$ cat config.mk
export PLATFORM = sky130hd
export DESIGN_NAME = cmnd_pitch_detector_flat
export DESIGN_NICKNAME = d
export VERILOG_FILES = /design/src/rtl/cmnd_pitch_detector_pkg.sv /design/src/rtl/cmnd_pitch_detector_if.sv /design/src/rtl/cmnd_pitch_detector_compare.sv /design/src/rtl/cmnd_pitch_detector.sv /design/src/flat_wrapper.sv
export SDC_FILE = /design/constraint.sdc
export NUM_CORES = 1
export LEC_CHECK = 0
export ABC_CLOCK_PERIOD_IN_PS = 18900
export BUFFER_PORTS_ARGS = -buffer_cell sky130_fd_sc_hd__buf_2
export CAP_MARGIN = 10
export CORE_ASPECT_RATIO = 0.8
export CORE_UTILIZATION = 65
export CTS_BUF_LIST = sky130_fd_sc_hd__clkbuf_8
export DETAILED_ROUTE_END_ITERATION = 8
export PLACE_DENSITY = 0.86
export SLEW_MARGIN = 20
export SYNTH_ARGS = -nofsm -noshare
export SYNTH_HDL_FRONTEND = slang
export SYNTH_HIERARCHICAL = 1
export SYNTH_SLANG_ARGS = --single-unit
$ cat constraint.sdc
create_clock -name clk -period 18.9 [get_ports clk]
set_input_delay 0.945 -clock clk [delete_from_list [all_inputs] [get_ports clk]]
set_output_delay 0.945 -clock clk [all_outputs]
set_load 0.05 [all_outputs]
$ cat src/rtl/cmnd_pitch_detector_pkg.sv
// Shared constants and state encoding for the CMND pitch detector slice.
// TAU_BITS_DEF must match the tau counter width of diff_module.
package cmnd_pitch_detector_pkg;

   localparam int unsigned DATA_WIDTH_DEF   = 24;
   localparam int unsigned TAU_BITS_DEF     = 9;
   localparam int unsigned TAU_MIN_DEF      = 2;
   localparam int unsigned THRESH_NUM_DEF   = 26;
   localparam int unsigned THRESH_SHIFT_DEF = 8;
   localparam int unsigned THRESH_NUM_BITS  = 8;

   typedef enum logic [1:0] {
      CMND_IDLE    = 2'd0,
      CMND_SEARCH  = 2'd1,
      CMND_DESCEND = 2'd2,
      CMND_DONE    = 2'd3
   } cmnd_state_e;

   function automatic int unsigned max_u(input int unsigned a, input int unsigned b);
      return (a > b) ? a : b;
   endfunction

endpackage

$ cat src/rtl/cmnd_pitch_detector_if.sv
// Sample input and pitch result signals between diff_module side and detector.
interface cmnd_pitch_detector_if
   import cmnd_pitch_detector_pkg::*;
#(
   parameter int unsigned DATA_WIDTH = DATA_WIDTH_DEF,
   parameter int unsigned TAU_BITS   = TAU_BITS_DEF
);

   logic                  start;
   logic                  diff_valid;
   logic [DATA_WIDTH-1:0] diff_value;
   logic                  busy;
   logic                  pitch_valid;
   logic                  pitch_found;
   logic [TAU_BITS-1:0]   pitch_tau;

   modport master (
      output start, diff_valid, diff_value,
      input  busy, pitch_valid, pitch_found, pitch_tau
   );

   modport slave (
      input  start, diff_valid, diff_value,
      output busy, pitch_valid, pitch_found, pitch_tau
   );

endinterface

$ cat src/rtl/cmnd_pitch_detector_compare.sv
// Division-free CMND threshold test: d*tau << SHIFT < NUM * running sum.
// Kept separate so the two multipliers map cleanly onto DSP blocks.
module cmnd_pitch_detector_compare
   import cmnd_pitch_detector_pkg::*;
#(
   parameter int unsigned DATA_WIDTH   = DATA_WIDTH_DEF,
   parameter int unsigned TAU_BITS     = TAU_BITS_DEF,
   parameter int unsigned THRESH_NUM   = THRESH_NUM_DEF,
   parameter int unsigned THRESH_SHIFT = THRESH_SHIFT_DEF
) (
   input  logic [DATA_WIDTH-1:0]          d,
   input  logic [TAU_BITS-1:0]            tau,
   input  logic [DATA_WIDTH+TAU_BITS-1:0] sum,
   input  logic [DATA_WIDTH-1:0]          d_min,
   output logic [DATA_WIDTH+TAU_BITS-1:0] sum_new_c,
   output logic                           below_c,
   output logic                           less_min_c
);

   localparam int unsigned SUM_W = DATA_WIDTH + TAU_BITS;
   localparam int unsigned LHS_W = SUM_W + THRESH_SHIFT;
   localparam int unsigned RHS_W = SUM_W + THRESH_NUM_BITS;
   localparam int unsigned CMP_W = max_u(LHS_W, RHS_W);

   logic [SUM_W-1:0] d_tau;
   logic [CMP_W-1:0] lhs;
   logic [CMP_W-1:0] rhs;

   // d*tau fits in DATA_WIDTH+TAU_BITS bits, so no product bits are lost
   always_comb begin
      sum_new_c  = sum + SUM_W'(d);
      d_tau      = SUM_W'(d) * SUM_W'(tau);
      lhs        = CMP_W'(d_tau) << THRESH_SHIFT;
      rhs        = CMP_W'(THRESH_NUM_BITS'(THRESH_NUM)) * CMP_W'(sum_new_c);
      below_c    = lhs < rhs;
      less_min_c = d < d_min;
   end

endmodule

$ cat src/rtl/cmnd_pitch_detector.sv
// YIN cumulative-mean-normalised pitch detector: threshold search, then
// local-minimum descent, one registered pitch result per frame.
module cmnd_pitch_detector
   import cmnd_pitch_detector_pkg::*;
#(
   parameter int unsigned DATA_WIDTH   = DATA_WIDTH_DEF,
   parameter int unsigned TAU_BITS     = TAU_BITS_DEF,
   parameter int unsigned TAU_MIN      = TAU_MIN_DEF,
   parameter int unsigned THRESH_NUM   = THRESH_NUM_DEF,
   parameter int unsigned THRESH_SHIFT = THRESH_SHIFT_DEF
) (
   input  logic                   clk,
   input  logic                   reset,
   cmnd_pitch_detector_if.slave   bus
);

   localparam int unsigned        SUM_W     = DATA_WIDTH + TAU_BITS;
   localparam logic [TAU_BITS-1:0] TAU_MAX_T = '1;
   localparam logic [TAU_BITS-1:0] TAU_MIN_T = TAU_BITS'(TAU_MIN);
   localparam logic [TAU_BITS-1:0] TAU_ONE   = TAU_BITS'(1);

   cmnd_state_e             state_q, state_d;
   logic [TAU_BITS-1:0]     tau_q, tau_d;
   logic [SUM_W-1:0]        sum_q, sum_d;
   logic [DATA_WIDTH-1:0]   d_min_q, d_min_d;
   logic [TAU_BITS-1:0]     tau_min_q, tau_min_d;
   logic                    busy_q, busy_d;
   logic                    pitch_valid_q, pitch_valid_d;
   logic                    pitch_found_q, pitch_found_d;
   logic [TAU_BITS-1:0]     pitch_tau_q, pitch_tau_d;

   logic [SUM_W-1:0]        sum_new_c;
   logic                    below_c;
   logic                    less_min_c;
   logic                    last_c;

   cmnd_pitch_detector_compare #(
      .DATA_WIDTH   (DATA_WIDTH),
      .TAU_BITS     (TAU_BITS),
      .THRESH_NUM   (THRESH_NUM),
      .THRESH_SHIFT (THRESH_SHIFT)
   ) u_compare (
      .d          (bus.diff_value),
      .tau        (tau_q),
      .sum        (sum_q),
      .d_min      (d_min_q),
      .sum_new_c  (sum_new_c),
      .below_c    (below_c),
      .less_min_c (less_min_c)
   );

   assign last_c = (tau_q == TAU_MAX_T);

   // Next-state and result logic; start overrides everything and drops the frame
   always_comb begin
      state_d       = state_q;
      tau_d         = tau_q;
      sum_d         = sum_q;
      d_min_d       = d_min_q;
      tau_min_d     = tau_min_q;
      pitch_valid_d = 1'b0;
      pitch_found_d = pitch_found_q;
      pitch_tau_d   = pitch_tau_q;

      if (bus.start) begin
         state_d = CMND_SEARCH;
         tau_d   = TAU_ONE;
         sum_d   = '0;
      end else begin
         case (state_q)
            CMND_IDLE: begin
               state_d = CMND_IDLE;
            end
            CMND_SEARCH: begin
               if (bus.diff_valid) begin
                  sum_d = sum_new_c;
                  tau_d = tau_q + TAU_ONE;
                  if ((tau_q >= TAU_MIN_T) && below_c) begin
                     d_min_d   = bus.diff_value;
                     tau_min_d = tau_q;
                     state_d   = CMND_DESCEND;
                     // a crossing on the final lag is its own minimum
                     if (last_c) begin
                        pitch_valid_d = 1'b1;
                        pitch_found_d = 1'b1;
                        pitch_tau_d   = tau_q;
                        state_d       = CMND_DONE;
                     end
                  end else if (last_c) begin
                     pitch_valid_d = 1'b1;
                     pitch_found_d = 1'b0;
                     pitch_tau_d   = '0;
                     state_d       = CMND_DONE;
                  end
               end
            end
            CMND_DESCEND: begin
               if (bus.diff_valid) begin
                  sum_d = sum_new_c;
                  tau_d = tau_q + TAU_ONE;
                  if (less_min_c) begin
                     d_min_d   = bus.diff_value;
                     tau_min_d = tau_q;
                     if (last_c) begin
                        pitch_valid_d = 1'b1;
                        pitch_found_d = 1'b1;
                        pitch_tau_d   = tau_q;
                        state_d       = CMND_DONE;
                     end
                  end else begin
                     pitch_valid_d = 1'b1;
                     pitch_found_d = 1'b1;
                     pitch_tau_d   = tau_min_q;
                     state_d       = CMND_DONE;
                  end
               end
            end
            CMND_DONE: begin
               state_d = CMND_IDLE;
            end
            default: begin
               state_d = CMND_IDLE;
            end
         endcase
      end

      busy_d = (state_d == CMND_SEARCH) || (state_d == CMND_DESCEND);
   end

   always_ff @(posedge clk) begin
      if (reset) begin
         state_q       <= CMND_IDLE;
         tau_q         <= '0;
         sum_q         <= '0;
         d_min_q       <= '1;
         tau_min_q     <= '0;
         busy_q        <= 1'b0;
         pitch_valid_q <= 1'b0;
         pitch_found_q <= 1'b0;
         pitch_tau_q   <= '0;
      end else begin
         state_q       <= state_d;
         tau_q         <= tau_d;
         sum_q         <= sum_d;
         d_min_q       <= d_min_d;
         tau_min_q     <= tau_min_d;
         busy_q        <= busy_d;
         pitch_valid_q <= pitch_valid_d;
         pitch_found_q <= pitch_found_d;
         pitch_tau_q   <= pitch_tau_d;
      end
   end

   assign bus.busy        = busy_q;
   assign bus.pitch_valid = pitch_valid_q;
   assign bus.pitch_found = pitch_found_q;
   assign bus.pitch_tau   = pitch_tau_q;

endmodule

$ cat src/flat_wrapper.sv
// flat-port wrapper written by rule: the top's interface ports become plain ports
module cmnd_pitch_detector_flat import cmnd_pitch_detector_pkg::*;
#(
   parameter int unsigned DATA_WIDTH   = DATA_WIDTH_DEF,
   parameter int unsigned TAU_BITS     = TAU_BITS_DEF,
   parameter int unsigned TAU_MIN      = TAU_MIN_DEF,
   parameter int unsigned THRESH_NUM   = THRESH_NUM_DEF,
   parameter int unsigned THRESH_SHIFT = THRESH_SHIFT_DEF
)
  (clk, reset, bus_start, bus_diff_valid, bus_diff_value, bus_busy, bus_pitch_valid, bus_pitch_found, bus_pitch_tau);
  cmnd_pitch_detector_if #(.DATA_WIDTH(DATA_WIDTH), .TAU_BITS(TAU_BITS)) bus_i ();
  input  logic clk;
  input  logic reset;
  input wire logic [$bits(bus_i.start)-1:0] bus_start;
  input wire logic [$bits(bus_i.diff_valid)-1:0] bus_diff_valid;
  input wire logic [$bits(bus_i.diff_value)-1:0] bus_diff_value;
  output wire logic [$bits(bus_i.busy)-1:0] bus_busy;
  output wire logic [$bits(bus_i.pitch_valid)-1:0] bus_pitch_valid;
  output wire logic [$bits(bus_i.pitch_found)-1:0] bus_pitch_found;
  output wire logic [$bits(bus_i.pitch_tau)-1:0] bus_pitch_tau;
  assign bus_i.start = bus_start;
  assign bus_i.diff_valid = bus_diff_valid;
  assign bus_i.diff_value = bus_diff_value;
  assign bus_busy = bus_i.busy;
  assign bus_pitch_valid = bus_i.pitch_valid;
  assign bus_pitch_found = bus_i.pitch_found;
  assign bus_pitch_tau = bus_i.pitch_tau;
  cmnd_pitch_detector #(.DATA_WIDTH(DATA_WIDTH), .TAU_BITS(TAU_BITS), .TAU_MIN(TAU_MIN), .THRESH_NUM(THRESH_NUM), .THRESH_SHIFT(THRESH_SHIFT)) u_core (.clk(clk), .reset(reset), .bus(bus_i));
endmodule
==> reports/results.tsv, run 1 <==
metric	value	unit
syn2layout_area_growth	3.968	%
overflow	0	
min_period_over_period	53.58	%
setup_ws	8.774	ns
avgRoutedWirePerCell	17.00	um
die_w	177.3	um
portBuffers	39	
syn_inst	1972	
diodes	0	
power_density	46.45	nW/um2
worstSetupPathType	primary input to register	
dieArea	25230	um2
drtIter0Drc	1076	
start_util	67.25	%
worst-slew-pin-transition	0.9938	ns
drive_gt1_share	5.162	%
cpMostUsedCell	ha_1	
violations	DRC	
fin_nets	2392	
cp-start-kind	primary input	
vias	13526	
p_leak	8.802	nW
grt_pass1_wl	64.80	mm
post-route-min-period	10.13	ns
hpwlAfterDp	29.44	mm
clockBufferDepth	2	
yosysSeqAreaShare	11.14	%
ys_ff_latch	89	
vdd_drop_max	0.04084	mV
yosysWarnings	6	
die_y	142.3	um
fin_setup_tns	0	ns
firstDrtPassIters	9	
grt.busiest_layer	met2	
grt_usage	32.15	%
cts_root_buf	clkbuf_8	
antenna_left	0	
core-area	23770	um2
fin_util	69.92	%
worstSkewPairLatency	0.42	ns
grt.met2_usage	55.82	%
hold_path_depth	2	
hold_violations	0	
hold_class	register to register	
netlist_area	15990	um2
ys.flop_type	dfxtp_1	
rows	50	
cts_setup_buffers	0	
rsz0062_at_grt	false	
finalMaxSlewViolations	0	
p_total	0.7721	mW
worstSetupEndpointType	register	
crit_required	19.18	ns
critPathMaxFanout	57	
synth_edf_count	0	
finClkSkew	0.02227	ns
grt_max_degree	73	
gp_congestion	0.9400	
hold_buffers	0	
htree_levels	3	
slowest_delay	0.70	ns
r2r_cells	38	
cts_tree	yes	
met1_usage	41.07	%
finalWirelength	38.90	mm
cts_inserted_buffers	9	
status	complete, but fails checks	
cts-resized-gates	0	
grt_pass1_vias	13660	
max_cap_violations	0	
antenna_found_initial	0	
syn_area_per_cell	8.107	um2
synthArstFlopShare	0	%
fin_hold_ws	0.4702	ns
syn-num-nets	2393	
fmax	98.75	MHz
post-route-drc-count	1	
cp_slowest_cell	nor4_1	
synthDistinctLibCells	71	
pin_count	40	
via_per_inst	5.912	
cts_sinks	89	
path_clk_slew	0.12	ns
finalSetupViolCount	0	
place_ws	8.569	ns
maxSlewHeadroom	33.75	%
met3_usage	5.235	%
cp.arrival	10.40	ns
flip-flops by register name, indices dropped and copies added (netlist names):
| register | count |
|---|---|
| u_core/tau_q | 9 |
| u_core/tau_min_q | 9 |
| u_core/bus.pitch_found | 1 |
| u_core/sum_q | 33 |
| u_core/bus.pitch_valid | 1 |
| u_core/state_q | 2 |
| u_core/bus.busy | 1 |
| u_core/d_min_q | 24 |
| u_core/bus.pitch_tau | 9 |
per-layer routing:
metal / share of wire [%] / wire (um)
met5: 0 / 0
met4: 2.2 / 862
met3: 7.3 / 2844
met2: 48 / 18830
met1: 42 / 16370
synth_stat cells (all sizes together), types with 5 or more instances:
| master | count | share of area (%) |
|---|---|---|
| a211o | 5 | 0.27 |
| a211oi | 17 | 0.94 |
| a21boi | 6 | 0.28 |
| a21o | 50 | 2.3 |
| a21oi | 142 | 4.4 |
| a31oi | 7 | 0.27 |
| and2 | 109 | 4.3 |
| and3 | 13 | 0.51 |
| and4 | 5 | 0.27 |
| buf | 11 | 0.43 |
| clkbuf | 52 | 1.2 |
| dfxtp | 89 | 11 |
| fa | 186 | 23 |
| ha | 207 | 16 |
| inv | 365 | 8.6 |
| mux2i | 12 | 0.75 |
| nand2 | 213 | 5.0 |
| nand2b | 14 | 0.55 |
| nand3 | 22 | 0.69 |
| nand3b | 8 | 0.38 |
| nand4 | 19 | 0.74 |
| nor2 | 100 | 2.3 |
| nor2b | 22 | 0.86 |
| nor3 | 54 | 2.0 |
| o211ai | 5 | 0.23 |
| o21a | 18 | 0.85 |
| o21ai | 47 | 1.5 |
| o21bai | 9 | 0.42 |
| o31ai | 6 | 0.45 |
| or2 | 6 | 0.23 |
| xnor2 | 63 | 3.5 |
| xor2 | 46 | 2.5 |
where the power goes:
group | internal (mW) | switching (mW) | total (mW)
sequential | 0.191 | 0.00218 | 0.193
clock | 0.0532 | 0.0941 | 0.147
combinational | 0.172 | 0.260 | 0.432
cell families after synthesis:
group / after synthesis / share of synthesized area, %
multiplexers: 12 / 0.7513
XOR/XNOR: 109 / 5.971
AO/OA/AOI/OAI: 342 / 13.88
AND/OR/NAND/NOR: 599 / 18.54
buffers and inverters: 428 / 10.22
flip-flops: 89 / 11.14
adder cells (fa/ha/maj): 393 / 39.49
path summary, 6_finish.rpt:
kind,startpoint,slack (ns),end
worst max register to register,u_core/sum_q[0],9.21,u_core/tau_min_q[5]
worst min register to register,u_core/sum_q[22],0.47,u_core/sum_q[22]
worst min-delay path,u_core/sum_q[22],0.47,u_core/sum_q[22]
worst max-delay path,bus_diff_value[0],8.77,u_core/tau_min_q[5]
metrics by stage:
step,instances,cell area (um2)
floorplan,1972,15990
global placement,2272,16420
detailed placement,2272,16420
CTS,2288,16620
global route,2288,16620
finish,2288,16620
worst max-delay path, delay by kind of cell:
kind | cells | cell delay, ns
XOR/XNOR | 2 | 0.47
AO/OA/AOI/OAI | 20 | 4.35
AND/OR/NAND/NOR | 5 | 1.27
multiplexers | 1 | 0.27
buffers and inverters | 5 | 0.96
adder cells (fa/ha/maj) | 6 | 2.12
cells in the final DEF, fill, tap and decap left out, drive strengths merged, types with 3 or more instances in the layout:
cell | netlist | routed
a211o | 5 | 5
a211oi | 17 | 17
a21boi | 6 | 6
a21o | 50 | 50
a21oi | 142 | 142
a221o | 3 | 3
a221oi | 4 | 4
a31oi | 7 | 7
and2 | 109 | 109
and3 | 13 | 13
and4 | 5 | 5
buf | 11 | 51
clkbuf | 52 | 9
clkinv | 0 | 3
dfxtp | 89 | 89
fa | 186 | 186
ha | 207 | 207
inv | 365 | 369
mux2i | 12 | 12
nand2 | 213 | 213
nand2b | 14 | 14
nand3 | 22 | 22
nand3b | 8 | 8
nand4 | 19 | 19
nor2 | 100 | 100
nor2b | 22 | 22
nor3 | 54 | 54
nor4 | 4 | 4
o211ai | 5 | 5
o21a | 18 | 18
o21ai | 47 | 47
o21bai | 9 | 9
o22ai | 4 | 4
o31ai | 6 | 6
o41ai | 3 | 3
or2 | 6 | 6
or3 | 4 | 4
xnor2 | 63 | 63
xor2 | 46 | 46
layout make-up:
type	instances	area [um2]
multi-input combinational	1455	12590
tap	312	390.4
fill	1825	7151
clock buffer	9	123.9
sequential	89	1782
clock inverter	7	81.33
timing repair buffer	51	285.3
inverter	365	1370
Power figures use the tool's default switching activity.
==> run 2: changes to the inputs <==
- ABC_AREA: unset -> 1
- ABC_CLOCK_PERIOD_IN_PS: 18900 -> 8800
- CORE_UTILIZATION: 65 -> 60
- PLACE_DENSITY: 0.86 -> 0.84
- clock period: 18.9 -> 8.8 ns (I/O delays scaled with it)
==> run 2 against run 1 <==
  * The run now ends clean
  * Sequential share of layout area fell by 0.72 points
  * Final area grew 7.5%
  * First-iteration DRC count up 77%
  * Register-to-register slack got worse by 8.1 ns
  * Via count grew 19%
  * Non-clock buffer count down 5
  * Total power grew to 3.0 times the previous value
  * Worst setup slack got worse by 7.7 ns
  * Sequential power rose by 130%
  * Count of clock-buffer cells in the layout is the same
  * Critical path depth decreased by 4
  * Clock power rose by 120%
  * Largest cell class unchanged
==> reports/results.tsv, run 2 <==
metric	value	unit	change
yosysWarnings	6		unchanged
dieArea	29420	um2	+17%
place_ws	1.185	ns	-7.383 ns
portBuffers	39		unchanged
worstSkewPairLatency	0.39	ns	-0.03 ns
finalSetupViolCount	0		unchanged
grt_usage	34.65	%	+2.5 points
r2r_slack	1.07	ns	-8.14 ns
reg2reg_from	u_core/tau_q[7]		
finalWirelength	50.12	mm	+29%
critPathMaxFanout	34		-40%
worst-slew-pin-transition	1.210	ns	+0.2159 ns
cts_inserted_buffers	9		unchanged
die_w	191.5	um	+8.0%
worstSetupPathType	register to register		
crit_required	9.13	ns	-10.05 ns
regMostFlops	u_core/sum_q		
ys_top_cells_by_count	594 x inv_1, 571 x nand2_1, 207 x ha_1		
max_cap_violations	0		unchanged
synth_top_area_share	21.60	%	-1.7 points
layout_common_cells	594 x inv_1, 571 x nand2_1, 207 x ha_1, 191 x nor2_1, 186 x fa_1		
ys.flop_type	dfxtp_1		
htree_levels	3		unchanged
rsz0062_at_grt	false		
grt_max_degree	43		-41%
fin_nets	2912		+22%
ys_ff_latch	89		unchanged
antenna_found_initial	0		unchanged
syn2layout_area_growth	3.687	%	
largestRegisters	u_core/sum_q: 33 flops, u_core/d_min_q: 24 flops		
cts_setup_buffers	0		unchanged
maxSlewHeadroom	19.24	%	-15 points
grt_pass1_vias	15477		+13%
largest_reg_flops	33		unchanged
via_per_inst	5.628		-4.8%
syn_area_per_cell	6.893	um2	-15%
pin_count	40		unchanged
hold_buffers	0		unchanged
cts_tree	yes		
status	complete, no violations		
post-synth-top-count-cell	inv_1		
r2r_cells	35		-7.9%
start_util	60.95	%	-6.3 points
yosys.area.top_type	fa_1		
netlist_top_cells_area	fa_1 22%, ha_1 15%, inv_1 13%		
cpMostUsedCell	nand2_1		
clockBufferDepth	2		unchanged
layout_commonest_cell	inv_1		
cts_sinks	89		unchanged
post-route-min-period	7.730	ns	
hold_violations	0		unchanged
syn_inst	2501		+27%
hold_class	primary input to register		
finClkSkew	0.01749	ns	-0.004784 ns
rows	55		+10%
hold_path_depth	2		unchanged
diodes	0		unchanged
cp.arrival	8.06	ns	-2.34 ns
nFillCells	2472		+35%
path_clk_slew	0.11	ns	about the same
min_period_over_period	87.84	%	
fin_setup_tns	0	ns	unchanged
synthArstFlopShare	0	%	unchanged
netlist_area	17240	um2	+7.8%
cp_slowest_cell	dfxtp_1		
setup_ws	1.070	ns	-7.704 ns
avgRoutedWirePerCell	17.49	um	+2.9%
timing.rr.end	u_core/tau_min_q[0]		
p_leak	10.56	nW	+20%
core-area	28280	um2	+19%
gp_congestion	1.063		+13%
overflow	0		unchanged
fmax	129.4	MHz	
finalMaxSlewViolations	0		unchanged
worstSetupEndpointType	register		
power_density	130.2	nW/um2	+180%
whs_endpoint	u_core/bus.pitch_tau[1]		
hpwlAfterDp	40.74	mm	+38%
synthDistinctLibCells	55		-23%
vdd_drop_max	0.1235	mV	+200%
firstDrtPassIters	8		-1
die_y	153.6	um	+8.0%
grt_pass1_wl	80.06	mm	+24%
syn-num-nets	2922		+22%
post-route-drc-count	0		-1
vias	16130		+19%
antenna_left	0		unchanged
drtIter0Drc	1901		+77%
cts_root_buf	clkbuf_8		
drive_gt1_share	4.768	%	-0.39 points
yosysSeqAreaShare	10.34	%	-0.81 points
synth_edf_count	0		unchanged
cp-start-kind	register		
hold_path_startpoint	reset		
slowest_delay	1.14	ns	+0.44 ns
cts-resized-gates	0		unchanged
[run 2: changes by cell type after synthesis, moves of 59 or more]
cell and delta:
and2_1 -109, nand3_1 +59, nand2_1 +358, inv_1 +229
nor2_1 +92, o21ai_0 +66
[run 2: power by group]
part / internal, mW / switching [mW] / leakage, nW
sequential: 0.421 / 0.0164 / 0.726
combinational: 0.541 / 1.03 / 9.72
clock: 0.140 / 0.177 / 0.110
total: 1.10 / 1.22 / 10.6
[run 2: worst max-delay path by stage]
stage,from,endpoint,slack (ns),depth (start not counted)
2_1_floorplan,u_core/tau_q[8],u_core/bus.pitch_found,2.78,34
3_3_place_gp,u_core/tau_q[8],u_core/tau_min_q[2],1.42,35
3_5_place_dp,u_core/tau_q[8],u_core/tau_min_q[0],1.19,35
4_1_cts,u_core/tau_q[8],u_core/tau_min_q[0],1.15,35
5_1_grt,u_core/tau_q[7],u_core/tau_min_q[2],0.57,35
6_report,u_core/tau_q[7],u_core/tau_min_q[0],1.07,35
[run 2: cell type report]
cell class	count	area [um2]	area share [%]
clock buffers	9	123.9	0.6930
clock inverters	7	92.59	0.5180
inverters	601	2258	12.63
multi-input cells	1744	12900	72.18
flip-flops and latches	89	1787	9.996
well taps	370	462.9	2.590
repair buffers	46	247.7	1.386
[run 2: cells by family after synthesis]
group / after synthesis / share of synthesized area [%]
simple gates: 915 / 21.74
buf+inv: 668 / 14.84
fa+ha+maj: 393 / 36.62
compound gates: 345 / 11.79
xor+xnor: 91 / 4.667
flops: 89 / 10.34
[run 2: per-stage QoR]
| stage | area (um2) | std cells | total power, mW | hold WS (ns) | util (%) |
|---|---|---|---|---|---|
| after CTS | 17870 | 2866 | 2.287 | 0.3494 | 63.18 |
| after global routing | 17870 | 2866 | 2.517 | 0.3723 | 63.20 |
| after global placement | 17650 | 2850 | 1.935 | 0.4320 | 62.42 |
| final | 17870 | 2866 | 2.327 | 0.3694 | 63.20 |
| after floorplan | 17240 | 2501 | 1.547 | 0.4250 | - |
| after detailed placement | 17650 | 2850 | 1.963 | 0.4568 | 62.42 |
[run 2: critical path, delay by kind of cell (launching register included)]
kind,cells,cell delay (ns)
AO/OA/AOI/OAI,6,1.14
XOR/XNOR,1,0.25
adder cells (fa/ha/maj),6,2.78
buffers and inverters,5,0.54
flip-flops,1,1.14
AND/OR/NAND/NOR,17,1.82
[run 2: metal layers]
metal / part of all wire (%) / routed length, um / global-route usage [%]
met1: 45 / 22320 / 51.18
met2: 40 / 20100 / 49.81
met3: 12 / 6112 / 7.806
met4: 3.2 / 1581 / 11.00
met5: 0 / 0 / 0
